==> src/rtl/lcd_fifo_param_if.sv <==
// Handshake and status bundle of the parameterised LCD FIFO.
// The master side drives requests and thresholds; the slave side is the FIFO.
interface lcd_fifo_param_if #(
    parameter int DW    = 32,
    parameter int DEPTH = 32
);
    localparam int AW = $clog2(DEPTH);

    logic          push;
    logic [DW-1:0] wdata;
    logic          pull;
    logic [DW-1:0] rdata;
    logic          flush;
    logic [AW:0]   afull_th;
    logic [AW:0]   aempty_th;
    logic          err_clr;
    logic          full;
    logic          fifoempty;
    logic          afull;
    logic          aempty;
    logic [AW:0]   cnt;
    logic          ovf;
    logic          udf;

    modport master (
        output push, wdata, pull, flush, afull_th, aempty_th, err_clr,
        input  rdata, full, fifoempty, afull, aempty, cnt, ovf, udf
    );

    modport slave (
        input  push, wdata, pull, flush, afull_th, aempty_th, err_clr,
        output rdata, full, fifoempty, afull, aempty, cnt, ovf, udf
    );
endinterface

==> src/rtl/lcd_fifo_param.sv <==
// First-word-fall-through FIFO with occupancy count, programmable
// almost-full/almost-empty thresholds and sticky overflow/underflow flags.
module lcd_fifo_param #(
    parameter int DW    = 32,
    parameter int DEPTH = 32
) (
    input  logic            HCLK,
    input  logic            HRESETn,
    lcd_fifo_param_if.slave bus
);
    localparam int AW = $clog2(DEPTH);
    localparam logic [AW:0]   DEPTH_C = (AW+1)'(DEPTH);
    localparam logic [AW:0]   CNT_ZERO = {(AW+1){1'b0}};
    localparam logic [AW:0]   CNT_ONE  = {{AW{1'b0}}, 1'b1};
    localparam logic [AW-1:0] PTR_ZERO = {AW{1'b0}};
    localparam logic [AW-1:0] PTR_ONE  = {{(AW-1){1'b0}}, 1'b1};

    logic [DW-1:0] mem_r [DEPTH];
    logic [AW-1:0] rpt_r, wpt_r, rpt_s, wpt_s;
    logic [AW:0]   cnt_r, cnt_s;
    logic          ovf_r, udf_r, ovf_s, udf_s;
    logic          pop_ok_s, push_ok_s, ovf_set_s, udf_set_s;

    // Next-state: acceptance decisions, pointer/count update and sticky flags.
    always_comb begin
        pop_ok_s  = 1'b0;
        push_ok_s = 1'b0;
        ovf_set_s = 1'b0;
        udf_set_s = 1'b0;
        rpt_s     = rpt_r;
        wpt_s     = wpt_r;
        cnt_s     = cnt_r;

        if (bus.flush) begin
            // Flush drops any concurrent request; it is not treated as an error.
            rpt_s = PTR_ZERO;
            wpt_s = PTR_ZERO;
            cnt_s = CNT_ZERO;
        end else begin
            pop_ok_s  = bus.pull && (cnt_r != CNT_ZERO);
            push_ok_s = bus.push && ((cnt_r != DEPTH_C) || pop_ok_s);
            ovf_set_s = bus.push && !push_ok_s;
            udf_set_s = bus.pull && (cnt_r == CNT_ZERO);

            if (pop_ok_s) begin
                rpt_s = rpt_r + PTR_ONE;
            end else begin
                rpt_s = rpt_r;
            end

            if (push_ok_s) begin
                wpt_s = wpt_r + PTR_ONE;
            end else begin
                wpt_s = wpt_r;
            end

            case ({push_ok_s, pop_ok_s})
                2'b10:   cnt_s = cnt_r + CNT_ONE;
                2'b01:   cnt_s = cnt_r - CNT_ONE;
                default: cnt_s = cnt_r;
            endcase
        end

        // A new error outranks a coincident clear.
        if (bus.err_clr) begin
            ovf_s = ovf_set_s;
            udf_s = udf_set_s;
        end else begin
            ovf_s = ovf_r | ovf_set_s;
            udf_s = udf_r | udf_set_s;
        end
    end

    // Control state register with asynchronous reset.
    always_ff @(posedge HCLK or negedge HRESETn) begin
        if (!HRESETn) begin
            rpt_r <= PTR_ZERO;
            wpt_r <= PTR_ZERO;
            cnt_r <= CNT_ZERO;
            ovf_r <= 1'b0;
            udf_r <= 1'b0;
        end else begin
            rpt_r <= rpt_s;
            wpt_r <= wpt_s;
            cnt_r <= cnt_s;
            ovf_r <= ovf_s;
            udf_r <= udf_s;
        end
    end

    // Storage array write port; contents are deliberately left unreset.
    always_ff @(posedge HCLK) begin
        if (push_ok_s) begin
            mem_r[wpt_r] <= bus.wdata;
        end
    end

    assign bus.rdata     = mem_r[rpt_r];
    assign bus.cnt       = cnt_r;
    assign bus.full      = (cnt_r == DEPTH_C);
    assign bus.fifoempty = (cnt_r == CNT_ZERO);
    assign bus.afull     = (cnt_r >= bus.afull_th);
    assign bus.aempty    = (cnt_r <= bus.aempty_th);
    assign bus.ovf       = ovf_r;
    assign bus.udf       = udf_r;
endmodule

==> src/flat_wrapper.sv <==
// flat-port wrapper written by rule: the top's interface ports become plain ports
module lcd_fifo_param_flat 
#(
    parameter int DW    = 32,
    parameter int DEPTH = 32
)
  (HCLK, HRESETn, bus_push, bus_wdata, bus_pull, bus_flush, bus_afull_th, bus_aempty_th, bus_err_clr, bus_rdata, bus_full, bus_fifoempty, bus_afull, bus_aempty, bus_cnt, bus_ovf, bus_udf);
  lcd_fifo_param_if #(.DW(DW), .DEPTH(DEPTH)) bus_i ();
  input  logic HCLK;
  input  logic HRESETn;
  input wire logic [$bits(bus_i.push)-1:0] bus_push;
  input wire logic [$bits(bus_i.wdata)-1:0] bus_wdata;
  input wire logic [$bits(bus_i.pull)-1:0] bus_pull;
  input wire logic [$bits(bus_i.flush)-1:0] bus_flush;
  input wire logic [$bits(bus_i.afull_th)-1:0] bus_afull_th;
  input wire logic [$bits(bus_i.aempty_th)-1:0] bus_aempty_th;
  input wire logic [$bits(bus_i.err_clr)-1:0] bus_err_clr;
  output wire logic [$bits(bus_i.rdata)-1:0] bus_rdata;
  output wire logic [$bits(bus_i.full)-1:0] bus_full;
  output wire logic [$bits(bus_i.fifoempty)-1:0] bus_fifoempty;
  output wire logic [$bits(bus_i.afull)-1:0] bus_afull;
  output wire logic [$bits(bus_i.aempty)-1:0] bus_aempty;
  output wire logic [$bits(bus_i.cnt)-1:0] bus_cnt;
  output wire logic [$bits(bus_i.ovf)-1:0] bus_ovf;
  output wire logic [$bits(bus_i.udf)-1:0] bus_udf;
  assign bus_i.push = bus_push;
  assign bus_i.wdata = bus_wdata;
  assign bus_i.pull = bus_pull;
  assign bus_i.flush = bus_flush;
  assign bus_i.afull_th = bus_afull_th;
  assign bus_i.aempty_th = bus_aempty_th;
  assign bus_i.err_clr = bus_err_clr;
  assign bus_rdata = bus_i.rdata;
  assign bus_full = bus_i.full;
  assign bus_fifoempty = bus_i.fifoempty;
  assign bus_afull = bus_i.afull;
  assign bus_aempty = bus_i.aempty;
  assign bus_cnt = bus_i.cnt;
  assign bus_ovf = bus_i.ovf;
  assign bus_udf = bus_i.udf;
  lcd_fifo_param #(.DW(DW), .DEPTH(DEPTH)) u_core (.HCLK(HCLK), .HRESETn(HRESETn), .bus(bus_i));
endmodule
==> config.mk <==
export PLATFORM = sky130hd
export DESIGN_NAME = lcd_fifo_param_flat
export DESIGN_NICKNAME = d
export VERILOG_FILES = /design/src/rtl/lcd_fifo_param_if.sv /design/src/rtl/lcd_fifo_param.sv /design/src/flat_wrapper.sv
export SDC_FILE = /design/constraint.sdc
export NUM_CORES = 1
export LEC_CHECK = 0
export ABC_AREA = 0
export ABC_CLOCK_PERIOD_IN_PS = 3330
export BUFFER_PORTS_ARGS = -buffer_cell sky130_fd_sc_hd__clkbuf_2
export CORE_ASPECT_RATIO = 1.25
export CORE_UTILIZATION = 55
export CTS_BUF_LIST = sky130_fd_sc_hd__clkbuf_8
export DETAILED_ROUTE_END_ITERATION = 16
export PLACE_DENSITY = 0.79
export REMOVE_ABC_BUFFERS = 1
export SYNTH_ARGS = -nofsm -noshare
export SYNTH_HDL_FRONTEND = slang
export SYNTH_SLANG_ARGS = --single-unit
==> constraint.sdc <==
create_clock -name HCLK -period 3.33 [get_ports HCLK]
set_clock_uncertainty 0.2 [all_clocks]
set_input_delay 0.4995 -clock HCLK [delete_from_list [all_inputs] [get_ports HCLK]]
set_output_delay 0.4995 -clock HCLK [all_outputs]
set_load 0.01 [all_outputs]
# Word-level counts from Yosys, hierarchy flattened
# Memory sizes are Yosys's and may differ from the RTL's.
# Index checks and enable logic that the tools add are counted.
# classes
n_addsub,4
mul,0
div_mod_pow,0
order_cmp,2
n_eq_ne,4
shifts,0
mux,13
n_bitwise,2
reduce_logical,11
# op_table
op,n
5-bit 2-to-1 mux,4
6-bit one-hot mux with 2 select lines,1
"5-bit by 1-bit adder with 5-bit output, second input constant",2
1-bit 2-to-1 mux,7
"6-bit by 1-bit adder with 6-bit output, second input constant",1
"6-bit == test, second input constant",1
6-bit greater-or-equal comparator,1
6-bit less-or-equal comparator,1
6-bit zero test,1
6-bit 2-to-1 mux,1
"6-bit inequality test, second input constant",1
6-bit nonzero test,1
"6-bit by 1-bit subtractor with 6-bit output, second input constant",1
1-bit logical AND,4
2-bit nonzero test,2
3-bit nonzero test,1
"2-bit by 1-bit == test with 1-bit output, second input constant",1
"2-bit == test, second input constant",1
1-bit OR,2
1-bit zero test,1
1-bit logical OR,1
# word_totals
register_bits,18
latchBits,0
ram_bits,1024
mem_bits_ro,0
input_bits,50
output_inout_bits,44
word_cells,42
memories,1
# mem_list
name,words,width,rd,rd_ports_with_merged_regs,wr,line,text
u_core.mem_r,32,32,1,0,1,lcd_fifo_param.sv:18,logic [DW-1:0] mem_r [DEPTH];

# Longest topological paths before layout
# Gate-level depths: netlist (run 1).
# depth
word_depth,9
depth_mapped,8
depth_no_buf,8

# Least setup slack after synthesis (run 1)
# No wires, ideal clock.
# synth_path
path_kind,reg2reg
start,"register u_core.cnt_r[5], in the netlist u_core.bus.cnt[5]"
end,"memory u_core.mem_r[29][0], enable pin"
setup_ps,421
arrival_ps,2590
required_ps,2709
path_slack_ps,119
stages_incl_launch_ff,5
path_buffers,0
period_less_slack_ps,3211
path_cell_list,dfrtp_1 nor4b_2 a31oi_1 nand2_1 nor2_1
# synth_between
elab_chain_cells,7
elab_cells_between_ends,8
classes_between,1 x eq/ne; 3 x mux; 4 x reduce/logical
# synth_lines
item,line,text
"start, declared",lcd_fifo_param.sv:20,"logic [AW:0] cnt_r, cnt_s;"
"start signal, assigned",lcd_fifo_param.sv:85,cnt_r <= cnt_s;
6-bit nonzero test,lcd_fifo_param.sv:40,pop_ok_s = bus.pull && (cnt_r != CNT_ZERO);
1-bit logical AND,lcd_fifo_param.sv:40,
1-bit logical OR *,lcd_fifo_param.sv:41,push_ok_s = bus.push && ((cnt_r != DEPTH_C) || pop_ok_s);
1-bit logical AND *,lcd_fifo_param.sv:41,
1-bit 2-to-1 mux *,lcd_fifo_param.sv:34,if (bus.flush) begin
1-bit 2-to-1 mux *,lcd_fifo_param.sv:93,if (push_ok_s) begin
1-bit 2-to-1 mux (implied by the code) *,lcd_fifo_param.sv:94,mem_r[wpt_r] <= bus.wdata;
"end, declared",lcd_fifo_param.sv:18,
# Every way passes the cells marked *; elsewhere a longest branch is shown, timed or not.

# Final worst setup path (run 1)
# layout_path
start,register u_core.rpt_r[0]
end,output port bus_rdata[5]
# layout_between
elab_chain_cells,1
# layout_lines
item,line,text
"start, declared",lcd_fifo_param.sv:19,"logic [AW-1:0] rpt_r, wpt_r, rpt_s, wpt_s;"
"start signal, assigned",lcd_fifo_param.sv:83,rpt_r <= rpt_s;
memory read 32 x 32 bit,n/a,
"end, declared",flat_wrapper.sv:18,output wire logic [$bits(bus_i.rdata)-1:0] bus_rdata;
# No other way between the ends.

==> metrics, run 1 <==
# nets final 2424; largest net degree at the start of global routing 81; number of setup violations in the final report 32; combinational fraction of design power 0.241; combinational family with the most area after synthesis multiplexers; Worst IR Drop VDD 0.386 mV; Synth Area in Compound Gates 0.0424; Die Wd 245 um; global route hottest layer met2; met1 Usage GRT 0.314; initial antenna violation count 1; Synth top area share 0.755; placement row count 111; yosys synthesis warning count 0; vias in the first global route 22700; Clock Latency Late Sink 0.76 ns; TritonRoute pass-1 iters 6; clock power share 0.290; Crit path top cell by count buf_12; slew of the pin with the lowest slew margin 0.819 ns; vias post-DR 21700; sequence of cells on the critical path buf_12, buf_12, buf_16, mux4_2, mux2i_4, o221ai_2, buf_2; 1st-iter DRT viols 2195; CP max stage cell dfrtp_4; CP max FO 9; async set or reset register ratio after synthesis 0.0173; Design Area, Final 47900 sq um; CP delay by family, top multiplexers; most frequent cells in the layout edfxtp_1, mux2i_1, clkbuf_8; Clock Tree Buf Depth 3; Yosys reg bits 1042; WS Path Type reg2out; Hold Crit Class in2async; drt via density 6.34; Post-DP Area 43700 sq um; RSZ-0062 raised after global routing yes; Power Density 652 nW/um^2; # H-tree levels 4; Worst-path clk slew 0.07 ns; clock root cell clkbuf_8; drt total wl 99100 um; core area 73300 sq um; post-DR wirelength/cell 29.0 um; DP HPWL 53000 um; grt met2 use 0.465; slowest stage delay, CP 0.54 ns; post-synthesis cell type count 43; Area Growth Syn to Fin 17.6%; Worst Path Arrival 2.85 ns; Mapped Area 40700 sq um; ys flop type edfxtp_1; total CTS buffers 145; TritonCTS clock tree done; clock net sink count 1042; xor and xnor area share after synthesis 0.00215; Seq/Total Area, Yosys 0.766; fraction of layout cells with a size suffix above 1 0.292; slew margin rel. 0.451; mux cell area share after synthesis 0.150; status finished with violations; Max Cap Viol 0; max-slew violations 0; area leader, netlist edfxtp_1; Post-Syn Instances 2043; worst setup margin -0.215 ns; Post-Synth Simple-Gate Area 0.0181; failing checks setup timing; Worst Path Buf+Inv 4; Hold Fails Final Rpt 0; GR Util met3 0.0441; Startpoint Class flip-flop; IO Pins 94; Post-synth EDFFs 1024; Reg power frac 0.469; DRC viols 0; WP data required 2.63 ns; gp weighted congestion 0.801; most common cell after layout, fill and taps aside edfxtp_1; All-Layer GR Usage 0.264; I/O Buffers 93; sw frac 0.268; FMAX 0.282 GHz; adder-cell area share of the yosys netlist 0.00694; die area 75200 sq um; crit path capture type output pin; cell leakage power 0.0155 uW; Die Ht 306 um; Starting Density 0.555; Int Pwr 22900 uW; Synth area leaders edfxtp_1, mux2i_1, mux4_2, a22o_1, dfrtp_1; Period Utilization, post-route 1.06; Sw Pwr 8380 uW; first-pass GRT wire length 143000 um; post-layout util 0.653; Tmin final 3.55 ns; Final ANT Viol Nets 0; total grt overflow 0; average size of a mapped cell 19.9 sq um
synthesized netlist by cell type, types with 2 or more instances:
master       n
dfrtp_1     18
nand4_1      3
a211oi_1     4
nand2b_1     5
or3_1        2
mux2_4       2
a31oi_1     34
nand3_1      4
a21o_1       5
a21oi_1     39
inv_1       22
o21a_1       3
nor2b_1      2
ha_1        21
nor2_1      53
nand2_1     44
o21ai_0      7
a22o_1      96
mux2i_1    321
nand3b_1     4
clkbuf_1    49
or3b_2       2
edfxtp_1  1024
buf_1        9
o32ai_1      2
xnor2_1      3
mux4_2     128
xor2_1       7
o221ai_1    32
buf_2       52
nor3_1      34
flip-flops by register name, summed over array words and instances, names as in the netlist:
name	count
u_core.bus.cnt	6
u_core.bus.ovf	1
u_core.bus.udf	1
u_core.mem_r	1024
u_core.rpt_r	5
u_core.wpt_r	5
final timing paths:
kind                            cells after the start                   end               from  slack (ns)
worst max-delay path                                7          bus_rdata[5]    u_core.rpt_r[0]       -0.22
worst min-delay path                                2        u_core.bus.ovf            HRESETn        0.06
worst max register to register                      9     u_core.bus.cnt[5]  u_core.bus.cnt[0]        0.19
worst min register to register                      2       u_core.wpt_r[0]    u_core.wpt_r[0]        0.45
max in group asynchronous                           2       u_core.rpt_r[1]            HRESETn        2.45
min in group HCLK                                   1  u_core.mem_r[31][13]      bus_wdata[13]        0.12
layer usage:
metal	up-vias	routed length [um]	share of wire
met2	1128	51900	0.52
met4	0	4600	0.046
met1	11200	35700	0.36
li1	9022	-	-
met3	274	6860	0.069
met5	-	0	0
cell type report:
type,instances,area [sq um]
sequential,1042,31200
fill,4514,25400
multi-input combinational,868,9740
timing repair buffer,273,3080
clock buffer,151,2080
tap,960,1200
clock inverter,98,513
inverter,22,82.6
antenna,1,2.50
worst register-to-register path: stages, from the launching register on:
cell and delay (ns):
dfrtp_1 0.40, buf_4 0.15, nor4_4 0.37, a211oi_2 0.18, ha_1 0.34, a211oi_1 0.36, o21a_1 0.23, nor2_1 0.08
or4b_2 0.64, o211ai_1 0.10
power groups by stage:
stage	clock network (uW)	logic [uW]	registers, uW
after floorplan	0	2660	15200
after global placement	0	5790	14900
after detailed placement	0	5950	14900
after CTS	9110	7130	14600
after global routing	9660	7930	14600
final	9050	7540	14600
repair_timing:
item	4_1_cts	5_1_grt
hold buffers	6	0
setup buffers	23	13
resized for setup	93	75
endpoints found under the hold margin	30	0
endpoints found under the setup margin	33	33
gates cloned	16	4
pin swaps	21	15
cells by family (layout without fill, tap and decap cells):
kind of cell               Yosys count  after routing
AOI/OAI and AO/OA                  227            227
buffers and inverters              133            544
DFF                               1042           1042
xor gates and xnor gates            10             10
and+or+nand+nor                    158            158
muxes                              451            451
adders and majority gates           22             22
other                                0              1
per-stage QoR:
step	total power, uW	setup slack, ns	std cells	hold WS (ns)	setup TNS, ns
after floorplan	17900	-11.66	1932	0.00391	-425.97
after global placement	20700	0.295	3107	0.288	0
after detailed placement	20900	0.242	3107	0.297	0
after CTS	30900	-0.205	3401	0.000990	-4.70
after global routing	32200	-0.289	3415	0.0797	-6.90
final	31200	-0.215	3415	0.0627	-4.09
No activity file was read; power rests on OpenSTA's default activity.
==> run 2: changes to the inputs <==
- CORE_ASPECT_RATIO: 1.25 -> 0.6
==> metrics, run 2 (same netlist as run 1, synthesis figures left out) <==
TritonCTS clock tree done; placement row count 76 (-32%); Setup WS pre-CTS 0.241 ns (-0.00119 ns); r2r endpoint u_core.bus.cnt[5]; Period Utilization, post-route 1.09 (+0.0241); vias post-DR 22700 (+4.7%); Setup crit start u_core.rpt_r[0]; clock net sink count 1042 (unchanged); drt via density 6.55 (+3.2%); vias in the first global route 22700 (+0.075%); Hold Fails Final Rpt 0 (unchanged); gp weighted congestion 0.828 (+3.4%); combinational fraction of design power 0.258 (+0.017); WS Path Type reg2out; fraction of layout cells with a size suffix above 1 0.306 (+0.0145); # H-tree levels 4 (unchanged); Sw Pwr 8860 uW (+5.7%); FMAX 0.276 GHz (-2.2%); drt total wl 107000 um (+8.5%); die area 75200 sq um (about the same); DP HPWL 55000 um (+3.7%); core area 72500 sq um (-1.2%); Worst Path Arrival 2.93 ns (+0.08 ns); initial antenna violation count 1 (unchanged); IO Pins 94 (unchanged); DRC viols 0 (unchanged); sw frac 0.274 (+0.00521); Final ANT Viol Nets 0 (unchanged); most frequent cells in the layout edfxtp_1, mux2i_1, clkbuf_8; max reg flops 1024 (unchanged); Hold EP u_core.mem_r[16][16]; CP max FO 6 (-3); hold path start bus_wdata[16]; post-DR wirelength/cell 31.0 um (+6.9%); failing checks setup timing; register name with the most flops u_core.mem_r; status finished with violations; Area Growth Syn to Fin 19.5%; total grt overflow 0 (unchanged); Clock Tree Buf Depth 3 (unchanged); worst setup margin -0.295 ns (-0.0802 ns); Power Density 665 nW/um^2 (+2.1%); Int Pwr 23500 uW (+3.0%); 1st-iter DRT viols 3241 (+48%); All-Layer GR Usage 0.287 (+0.0233); Die Wd 353 um (+44%); largest net degree at the start of global routing 77 (-4.9%); WP data required 2.63 ns (about the same); Worst IR Drop VDD 0.451 mV (+17%); Worst Hold Depth 1; Crit Reg-Reg Startpoint u_core.bus.cnt[0]; Die Ht 213 um (-31%); Hold Crit Class in2reg; most common cell after layout, fill and taps aside edfxtp_1; I/O Buffers 93 (unchanged); reg-to-reg setup timing slack 0.13 ns (-0.06 ns); Reg power frac 0.452 (-0.017); crit path capture type output pin; # nets final 2456 (+1.3%); cell leakage power 0.0159 uW (+2.3%); Tmin final 3.63 ns (+0.0802 ns); Clock Latency Late Sink 0.80 ns (+0.04 ns); Worst-path clk slew 0.07 ns (about the same); Starting Density 0.562 (+0.00668); RSZ-0062 raised after global routing yes; Max Cap Viol 0 (unchanged); post-layout util 0.672 (+0.0186); final hold slack 0.115 ns (+0.0528 ns); number of setup violations in the final report 32 (unchanged); first-pass GRT wire length 153000 um (+6.8%); slew of the pin with the lowest slew margin 0.969 ns (+0.149 ns); Startpoint Class flip-flop; clock root cell clkbuf_8; TritonRoute pass-1 iters 8 (+2); cells on worst reg2reg path 9 (unchanged); slew margin rel. 0.352 (-0.0991); total CTS buffers 143 (-1.4%); max-slew violations 0 (unchanged); clock power share 0.290 (about the same)
==> run 2: layout make-up <==
class                           count  area [sq um]
Fill cell                        4372         23800
Inverter                           22          85.1
Antenna cell                        2          5.00
Clock buffer                      151          2080
Clock inverter                     98           571
Multi-Input combinational cell    868          9910
Sequential cell                  1042         31200
Timing Repair Buffer              307          3600
Tap cell                          975          1220
==> run 2: metal layers <==
metal,vias up,wire (um),track usage
met5,-,0,0
met4,0,3100,0.0911
met3,227,13600,0.0769
met2,1710,49000,0.434
met1,11600,41700,0.413
li1,9124,-,-
==> run 2: how the worst max path moves through the flow <==
| stage | end | depth (start not counted) |
|---|---|---|
| 3_5_place_dp | bus_rdata[14] | 7 |
| 5_1_grt | bus_rdata[10] | 10 |
| 6_report | bus_rdata[0] | 8 |
| 2_1_floorplan | bus_rdata[0] | 3 |
| 3_3_place_gp | bus_rdata[24] | 7 |
| 4_1_cts | bus_rdata[10] | 10 |
==> run 2: what timing repair did <==
| item | in CTS | in global routing |
|---|---|---|
| endpoints found under the setup margin | 33 | 33 |
| gates cloned | 25 | 7 |
| endpoints found under the hold margin | 30 | 0 |
| resized for setup | 155 | 69 |
| pin swaps | 47 | 36 |
| setup buffers | 37 | 12 |
| hold buffers | 7 | 0 |
==> run 2: power groups by stage <==
stage / Combinational [uW] / Clock, uW / Sequential, uW
after floorplan: 2660 / 0 / 15200
after global placement: 5920 / 0 / 14900
after detailed placement: 6090 / 0 / 14900
after CTS: 7960 / 9450 / 14600
after global routing: 8760 / 10000 / 14600
final: 8370 / 9400 / 14600
==> run 2: critical path: stages, from the launching register on <==
cell,delay (ns)
dfrtp_4,0.51
buf_12,0.16
buf_4,0.14
buf_12,0.14
clkbuf_16,0.17
mux4_2,0.44
mux2i_2,0.22
o221ai_2,0.18
buf_2,0.17
==> run 2: through the flow <==
step / instances / area (sq um) / setup TNS (ns) / total power, uW
final: 3465 / 48700 / -6.42 / 32400
after global routing: 3464 / 48700 / -9.30 / 33400
after CTS: 3448 / 48300 / -6.72 / 32000
after detailed placement: 3130 / 43800 / 0 / 21000
after global placement: 3130 / 43800 / 0 / 20800
after floorplan: 1932 / 40200 / -425.97 / 17900
